### src/rtl/multicycle_ctrl.sv
// multicycle_ctrl: main sequencer for the multicycle processor datapath.
// Walks FETCH/DECODE/EXECUTE/WRITEBACK states, latches the condition result
// once per instruction and gates every architectural write with it.
// Supports memory wait states and counts retired instructions.
//
// Ports:
//   clk, reset        rising-edge clock, asynchronous active-low reset
//   Op, Funct, Rd     instruction fields [27:26], [25:20], destination reg
//   CondEx            condition-check result from the flag logic
//   MemReady          memory completes the access this cycle
//   IRWrite, AdrSrc, ALUSrcA, ALUSrcB, ResultSrc, ALUControl   datapath controls
//   PCWrite, RegWrite, MemWrite, FlagWrite                     gated write enables
//   Undef             pulse while decoding an undefined Op
//   State             current state code
//   InstrCount        retired-instruction counter (wraps)
module multicycle_ctrl #(
  parameter int unsigned CNT_W      = 32,
  parameter bit          FETCH_WAIT = 1'b1
) (
  input  logic             clk,
  input  logic             reset,
  input  logic [1:0]       Op,
  input  logic [5:0]       Funct,
  input  logic [3:0]       Rd,
  input  logic             CondEx,
  input  logic             MemReady,
  output logic             IRWrite,
  output logic             AdrSrc,
  output logic [1:0]       ALUSrcA,
  output logic [1:0]       ALUSrcB,
  output logic [1:0]       ResultSrc,
  output logic [1:0]       ALUControl,
  output logic             PCWrite,
  output logic             RegWrite,
  output logic             MemWrite,
  output logic [1:0]       FlagWrite,
  output logic             Undef,
  output logic [3:0]       State,
  output logic [CNT_W-1:0] InstrCount
);

  typedef enum logic [3:0] {
    S_FETCH  = 4'd0,
    S_DECODE = 4'd1,
    S_MEMADR = 4'd2,
    S_MEMRD  = 4'd3,
    S_MEMWB  = 4'd4,
    S_MEMWR  = 4'd5,
    S_EXECR  = 4'd6,
    S_EXECI  = 4'd7,
    S_ALUWB  = 4'd8,
    S_BRANCH = 4'd9
  } state_t;

  state_t           r_state;
  state_t           w_next;
  logic             r_cond;
  logic [CNT_W-1:0] r_cnt;
  logic             w_retire;
  logic             w_fetch_go;

  logic       w_irw, w_adr, w_aluop, w_nextpc, w_regw, w_memw, w_branch, w_undef;
  logic [1:0] w_sa, w_sb, w_rs;
  logic [1:0] w_alu_dec;
  logic       w_alu_known;
  logic [1:0] w_aluc;
  logic [1:0] w_flagw;
  logic       w_pcs;

  assign w_fetch_go = FETCH_WAIT ? MemReady : 1'b1;

  // Next state and retirement detection
  always_comb begin
    w_next   = S_FETCH;
    w_retire = 1'b0;
    case (r_state)
      S_FETCH:  w_next = w_fetch_go ? S_DECODE : S_FETCH;
      S_DECODE: begin
        case (Op)
          2'b00:   w_next = Funct[5] ? S_EXECI : S_EXECR;
          2'b01:   w_next = S_MEMADR;
          2'b10:   w_next = S_BRANCH;
          default: w_next = S_FETCH;
        endcase
      end
      S_MEMADR: w_next = Funct[0] ? S_MEMRD : S_MEMWR;
      S_MEMRD:  w_next = MemReady ? S_MEMWB : S_MEMRD;
      S_MEMWB:  w_retire = 1'b1;
      S_MEMWR: begin
        w_next   = MemReady ? S_FETCH : S_MEMWR;
        w_retire = MemReady;
      end
      S_EXECR,
      S_EXECI:  w_next = S_ALUWB;
      S_ALUWB:  w_retire = 1'b1;
      S_BRANCH: w_retire = 1'b1;
      default:  w_next = S_FETCH;
    endcase
  end

  always_ff @(posedge clk or negedge reset) begin
    if (!reset) begin
      r_state <= S_FETCH;
      r_cond  <= 1'b0;
      r_cnt   <= '0;
    end else begin
      r_state <= w_next;
      if (r_state == S_DECODE) r_cond <= CondEx;
      if (w_retire) r_cnt <= r_cnt + CNT_W'(1);
    end
  end

  // Raw per-state decodes before condition gating
  always_comb begin
    w_irw    = 1'b0;
    w_adr    = 1'b0;
    w_sa     = 2'b00;
    w_sb     = 2'b00;
    w_rs     = 2'b00;
    w_aluop  = 1'b0;
    w_nextpc = 1'b0;
    w_regw   = 1'b0;
    w_memw   = 1'b0;
    w_branch = 1'b0;
    w_undef  = 1'b0;
    case (r_state)
      S_FETCH: begin
        w_sa     = 2'b01;
        w_sb     = 2'b10;
        w_rs     = 2'b10;
        w_irw    = w_fetch_go;
        w_nextpc = w_fetch_go;
      end
      S_DECODE: begin
        w_sa    = 2'b01;
        w_sb    = 2'b10;
        w_rs    = 2'b10;
        w_undef = (Op == 2'b11);
      end
      S_MEMADR: w_sb = 2'b01;
      S_MEMRD:  w_adr = 1'b1;
      S_MEMWB: begin
        w_rs   = 2'b01;
        w_regw = 1'b1;
      end
      S_MEMWR: begin
        w_adr  = 1'b1;
        w_memw = 1'b1;
      end
      S_EXECR: w_aluop = 1'b1;
      S_EXECI: begin
        w_sb    = 2'b01;
        w_aluop = 1'b1;
      end
      S_ALUWB: w_regw = 1'b1;
      S_BRANCH: begin
        w_sb     = 2'b01;
        w_rs     = 2'b10;
        w_branch = 1'b1;
      end
      default: ;
    endcase
  end

  // ALU decode; unrecognised function codes fall back to ADD without flags
  always_comb begin
    w_alu_dec   = 2'b00;
    w_alu_known = 1'b1;
    case (Funct[4:1])
      4'b0100: w_alu_dec = 2'b00;
      4'b0010: w_alu_dec = 2'b01;
      4'b0000: w_alu_dec = 2'b10;
      4'b1100: w_alu_dec = 2'b11;
      default: w_alu_known = 1'b0;
    endcase
  end

  assign w_aluc  = w_aluop ? w_alu_dec : 2'b00;
  assign w_flagw = (w_aluop && w_alu_known) ?
                   {Funct[0], Funct[0] & ~w_alu_dec[1]} : 2'b00;
  assign w_pcs   = w_branch | (w_regw & (Rd == 4'd15));

  // Reset masks every enable so nothing is written while reset is held
  assign IRWrite    = w_irw & reset;
  assign AdrSrc     = w_adr;
  assign ALUSrcA    = w_sa;
  assign ALUSrcB    = w_sb;
  assign ResultSrc  = w_rs;
  assign ALUControl = w_aluc;
  assign PCWrite    = (w_nextpc | (w_pcs & r_cond)) & reset;
  assign RegWrite   = w_regw & r_cond & reset;
  assign MemWrite   = w_memw & r_cond & reset;
  assign FlagWrite  = w_flagw & {2{r_cond & reset}};
  assign Undef      = w_undef & reset;
  assign State      = r_state;
  assign InstrCount = r_cnt;

endmodule

### config.mk
export PLATFORM = sky130hd
export DESIGN_NAME = multicycle_ctrl
export DESIGN_NICKNAME = d
export VERILOG_FILES = /design/src/rtl/multicycle_ctrl.sv
export SDC_FILE = /design/constraint.sdc
export NUM_CORES = 1
export LEC_CHECK = 0
export CORE_MARGIN = 5
export CORE_UTILIZATION = 46
export CTS_CLUSTER_SIZE = 14
export DETAILED_ROUTE_END_ITERATION = 8
export PLACE_DENSITY = 0.88
export RECOVER_POWER = 50
export SLEW_MARGIN = 20
export SYNTH_ARGS = -nofsm -noshare
export SYNTH_HDL_FRONTEND = slang
export SYNTH_SLANG_ARGS = --single-unit
export TNS_END_PERCENT = 20
### constraint.sdc
create_clock -name clk -period 2.2 [get_ports clk]
set_input_delay 0.22 -clock clk [delete_from_list [all_inputs] [get_ports clk]]
set_output_delay 0.22 -clock clk [all_outputs]
set_load 0.02 [all_outputs]
* After elaboration in Yosys (flattened, before gate mapping)
Cells that the tools add are included.
Word-level totals: flip-flop bits (word level) 37, input bits 16, output and inout bits 52
Operators by class: add/subtract/negate cells 1, equality and inequality tests 16, mux-type cells 22, bitwise operators 15, reduce and logical (&&, ||, !) cells 12
Operators with widths (count):
- $add A32 B1 Y32 const B | 1
- $pmux W4 S6 | 1
- $eq A4 B3 Y1 const B | 5
- $eq A4 B4 Y1 const B | 4
- $eq A4 B2 Y1 const B | 3
- $pmux W4 S3 | 1
- $and A1 B1 Y1 | 11
- $mux W1 | 11
- $mux W3 | 3
- $reduce_or A3 Y1 | 3
- $logic_not A4 Y1 | 2
- $pmux W2 S2 | 2
- $reduce_or A2 Y1 | 4
- $pmux W2 S3 | 1
- $eq A2 B2 Y1 const B | 2
- $eq A4 B1 Y1 const B | 1
- $mux W2 | 2
- $reduce_or A4 Y1 | 1
- $and A2 B2 Y2 | 1
- $eq A2 B1 Y1 const B | 1
- $logic_not A2 Y1 | 1
- $or A1 B1 Y1 | 2
- $pmux W1 S2 | 1
- $logic_and A1 B1 Y1 | 1
- $not A1 Y1 | 1

* Longest topological paths before layout
depth after elaboration 8, mapped depth 7, mapped depth without buffers 6

* Worst setup path after synthesis
OpenSTA, ideal clock, no wires.
kind reg2out, start register r_state[1], in the netlist State[1], end output port FlagWrite[0], arrival 1.899 ns, data required time 1.980 ns, setup slack 0.081 ns, stages on the path, launching flop included 6, path buffers 2, cell sequence dfrtp_1 -> buf_2 -> buf_2 -> nand2_1 -> nor3_1 -> o31a_1
On the way: cells in the longest elaborated chain, start to end 6
Ends and longest elaborated chain:
- start: declaration | RTL line 55 | state_t r_state;
- start signal: assignment | RTL line 107 | r_state <= w_next;
- $eq A4 B3 Y1 | RTL line 126 | case (r_state)
- $reduce_or A2 Y1 (no source line) (*)
- $mux W1 (*) | RTL line 126
- $logic_and A1 B1 Y1 (*) | RTL line 179 | assign w_flagw = (w_aluop && w_alu_known) ?
- $mux W2 (*) | RTL line 179
- $and A2 B2 Y2 (*) | RTL line 193 | assign FlagWrite = w_flagw & {2{r_cond & reset}};
- end: declaration | RTL line 36 | output logic [1:0] FlagWrite,
Every way passes the cells marked *; elsewhere a longest branch is shown, timed or not.

* Final worst setup path
start register r_state[3], in the netlist State[3], end output port PCWrite
On the way: cells in the longest elaborated chain, start to end 8
Ends and longest elaborated chain:
- $eq A4 B3 Y1 or $eq A4 B4 Y1 (tied branches) | RTL line 126
- $reduce_or A2 Y1 (no source line)
- $mux W1 | RTL line 126
- $and A1 B1 Y1 | RTL line 181 | assign w_pcs = w_branch | (w_regw & (Rd == 4'd15));
- $or A1 B1 Y1 | RTL line 181
- $and A1 B1 Y1 | RTL line 190 | assign PCWrite = (w_nextpc | (w_pcs & r_cond)) & reset;
- $or A1 B1 Y1 (*) | RTL line 190
- $and A1 B1 Y1 (*) | RTL line 190
- end: declaration | RTL line 33 | output logic PCWrite,
Marked as above.

==> summary.txt <==
STA
  – Setup violations, final: 0
  – Crit path time final: 2.13 ns
  – Post-route setup TNS: 0 ns
  – Post-Route Hold Slack: 0.369 ns
  – Fmax: 469 MHz
  – Fin crit share: 96.8%
  – Hold Vio Cnt, Final: 0
  – Clock skew: 0.00930 ns
  – Slew Limit Fails: 0
  – Rel. slew slack: a little under two fifths
  – Unrepaired setup endpoints after global routing: false
  – Slew @ Worst Pin: around 0.93 ns

Detailed routing
  – DR vias: 1843
  – Drt wl/cell: ~16 µm
  – DR pass1 iterations: 4
  – Drt total wl: 5.36 mm
  – DRC Markers: 0
  – Initial drt markers: 67
  – Final ANT Viol Nets: 0
  – Vias per cell: 5.49

Worst setup path
  – Flop-to-flop setup slack: 0.25 ns
  – CP max stage cell: dfrtp_2
  – CP startpoint kind: register
  – CP Data Arrival Time: 1.91 ns
  – Worst R2R Path Depth: 6
  – Worst path cell trace: nand2b_1 -> a2111oi_4 -> a32o_1 -> dlygate4sd2_1
  – Required time worst endpoint: roughly 2.0 ns
  – Setup CP Type: reg -> out
  – Worst r2r src: State[3]
  – Kind of end point of the critical path: output pin
  – Critical path peak fanout: 8
  – Max incr delay on CP: about 0.47 ns
  – Reg-to-reg endpoint: InstrCount[1]

Power and ir drop
  – Gate power share: 43.2%
  – P_int: 1.81 mW
  – Sequential share of power: 31.8%
  – Static leakage: 1.45 nW
  – Power Dens Cells: 971 mW/mm²
  – Clk pwr share: 25.0%
  – Max IR drop VDD: 0.727 mV
  – Switch Pwr: ~1.1 mW
  – Sw Ratio: 37.7%

Layout
  – Fillers: 339
  – Register area: 930 µm²
  – Synth-to-Final Area Change: 41.9%
  – Layout cell share with drive strength beyond 1: 15.1%
  – Final #Nets: 300
  – Antenna diodes: 0
  – Multi-input logic area: 0.00111 mm²

Synth
  – Mean post-synth cell area: 10.2 µm²
  – Synth Register Bits: 37
  – Number of synthesized flops with an enable pin: 0
  – Yosys warns: 0
  – Syn Nets: 224
  – Async SR Flop Fraction: 100%
  – Mapped Area: around 0.0021 mm²
  – Part of the Yosys area used for sequential elements: 43.8%
  – Ys flop type: dfrtp_1
  – Mapped Cells: 207
  – Cell variety after synth: 46

Place
  – Port bufs: 66
  – RePlAce Congestion: 0.814
  – HPWL after detailed placement: 4.04 mm

Die
  – Die span in x: 77.8 µm
  – Initial Util: between 40% and 50%
  – Core footprint: 0.00441 mm²
  – Ports: 68
  – Core Rows: 24
  – Die height: between 70 and 80 µm
  – Die footprint: 0.00605 mm²

CTS
  – Clk root buf: clkbuf_8
  – Cts bufs inserted: 5
  – Post-CTS Setup Inserts: 0
  – Worst-path clk slew: about 0.08 ns
  – Clk Latency, worst-skew pair: 0.30 ns
  – Clock buffer depth: 2
  – Clk sinks: 37
  – Max H-tree Level: 2
  – CTS tree: done

Global route
  – Largest net degree at the start of global routing: 38
  – GRT Residual Overflow: 0
  – Number of global-route vias before repair: 1919
  – Initial antenna violation count: 0
  – First-pass GRT wire length: 9.27 mm
  – Total track usage: 18.5%

Run status
  – Run status: finished, final reports clean

Run
  – Max-capacitance violation count: 0

Min path
  – Hold Path Class: in -> async
==> critical path: cells and delay by family, from the launching register on <==
| kind | cells | cell delay [ns] |
|---|---|---|
| compound gates | 2 | 0.58 |
| buf+inv | 1 | 0.33 |
| flops | 1 | 0.47 |
| simple gates | 1 | 0.23 |
==> placed cells by master, fill, tap and decap left out, drive strengths merged, types with 2 or more instances in the layout <==
| cell | Yosys | final |
|---|---|---|
| nand3 | 17 | 17 |
| dlygate4sd2 | 0 | 7 |
| dlygate4sd3 | 0 | 18 |
| nand2 | 18 | 18 |
| o21ai | 4 | 4 |
| and3 | 10 | 10 |
| dlymetal6s2s | 0 | 2 |
| nor3 | 15 | 15 |
| nor2b | 4 | 4 |
| xnor2 | 12 | 12 |
| mux2 | 2 | 2 |
| o31a | 2 | 2 |
| nor4 | 6 | 6 |
| nor2 | 16 | 16 |
| and4 | 4 | 4 |
| or2 | 3 | 3 |
| buf | 7 | 10 |
| bufinv | 0 | 2 |
| nand4 | 3 | 3 |
| xor2 | 21 | 21 |
| nand2b | 3 | 3 |
| a21boi | 2 | 2 |
| clkbuf | 1 | 7 |
| dfrtp | 37 | 37 |
| inv | 6 | 7 |
| clkdlybuf4s50 | 0 | 38 |
==> Yosys cell counts, types with 3 or more instances <==
library cell	instances	area, µm²
nor3_1	11	55.1
and4_1	4	35.0
xnor2_1	12	105
nand4_1	3	18.8
nor3_2	3	30.0
dfrtp_1	37	926
nor2_1	16	60.1
o21ai_0	4	20.0
xor2_1	21	184
buf_4	3	22.5
nand3_1	13	65.1
nand3_2	3	30.0
inv_1	6	22.5
or2_2	3	18.8
nor2b_1	3	18.8
nand2_1	18	67.6
and3_1	10	62.6
==> registers in the layout (all words and copies together) (netlist names) <==
signal and count:
r_cond 1, InstrCount 32, State 4
==> kinds of logic (layout without fill, tap and decap cells) <==
kind of cell	count (synthesis)	in the layout	share of synthesized area [%]
fa+ha+maj	1	1	0.592
mux	2	2	1.07
compound gates	18	18	6.99
simple gates	101	101	29.8
xor+xnor	33	33	13.7
other cells	1	1	0.178
flops	37	37	43.8
buf+inv	14	91	3.85
==> layout make-up <==
class | instances | share of cell area [%]
clock buffers | 5 | 2.30
multi-input cells | 156 | 37.1
inverters | 6 | 0.751
well taps | 52 | 2.17
repair buffers | 77 | 24.4
flip-flops and latches | 37 | 31.0
clock inverters | 3 | 2.30
==> routing by layer <==
| layer | vias to the layer above | track usage, % | share of wire [%] |
|---|---|---|---|
| met1 | 904 | 22.8 | 43 |
| met2 | 47 | 31.5 | 50 |
| met5 | - | 0 | 0 |
| met3 | 11 | 5.21 | 5.0 |
| li1 | 881 | - | - |
| met4 | 0 | 5.33 | 1.7 |
==> timing repair <==
item	4_1_cts	5_1_grt
gates resized for setup	10	5
endpoints found under the setup margin	9	6
hold buffers	0	0
==> how the worst max path moves through the flow <==
stage | slack, ns | to | startpoint | cells past startpoint
after floorplan | 0.08 | FlagWrite[0] | State[1] | 5
after global placement | 0.07 | FlagWrite[0] | Funct[3] | 6
after detailed placement | -0.02 | FlagWrite[0] | Funct[3] | 6
after CTS | -0.13 | FlagWrite[0] | State[3] | 5
after global routing | 0.01 | PCWrite | State[3] | 4
final | 0.07 | PCWrite | State[3] | 4
==> through the flow <==
stage	area, µm²	setup WS (ns)	utilization (%)	instances	power, mW
finish	3000	0.0696	67.9	336	2.91
floorplan	2110	0.0810	-	207	1.66
detailed placement	2860	-0.0173	64.7	328	2.20
global route	3000	0.0110	67.9	336	3.07
global placement	2860	0.0729	64.7	328	2.17
CTS	3000	-0.130	67.9	336	2.93
==> power groups by stage <==
| stage | registers, mW | clock network [mW] | logic, mW |
|---|---|---|---|
| floorplan | 0.972 | 0 | 0.689 |
| global placement | 0.918 | 0 | 1.25 |
| detailed placement | 0.923 | 0 | 1.27 |
| CTS | 0.916 | 0.735 | 1.27 |
| global route | 0.946 | 0.758 | 1.36 |
| finish | 0.925 | 0.727 | 1.26 |
Power figures use the tool's default switching activity.
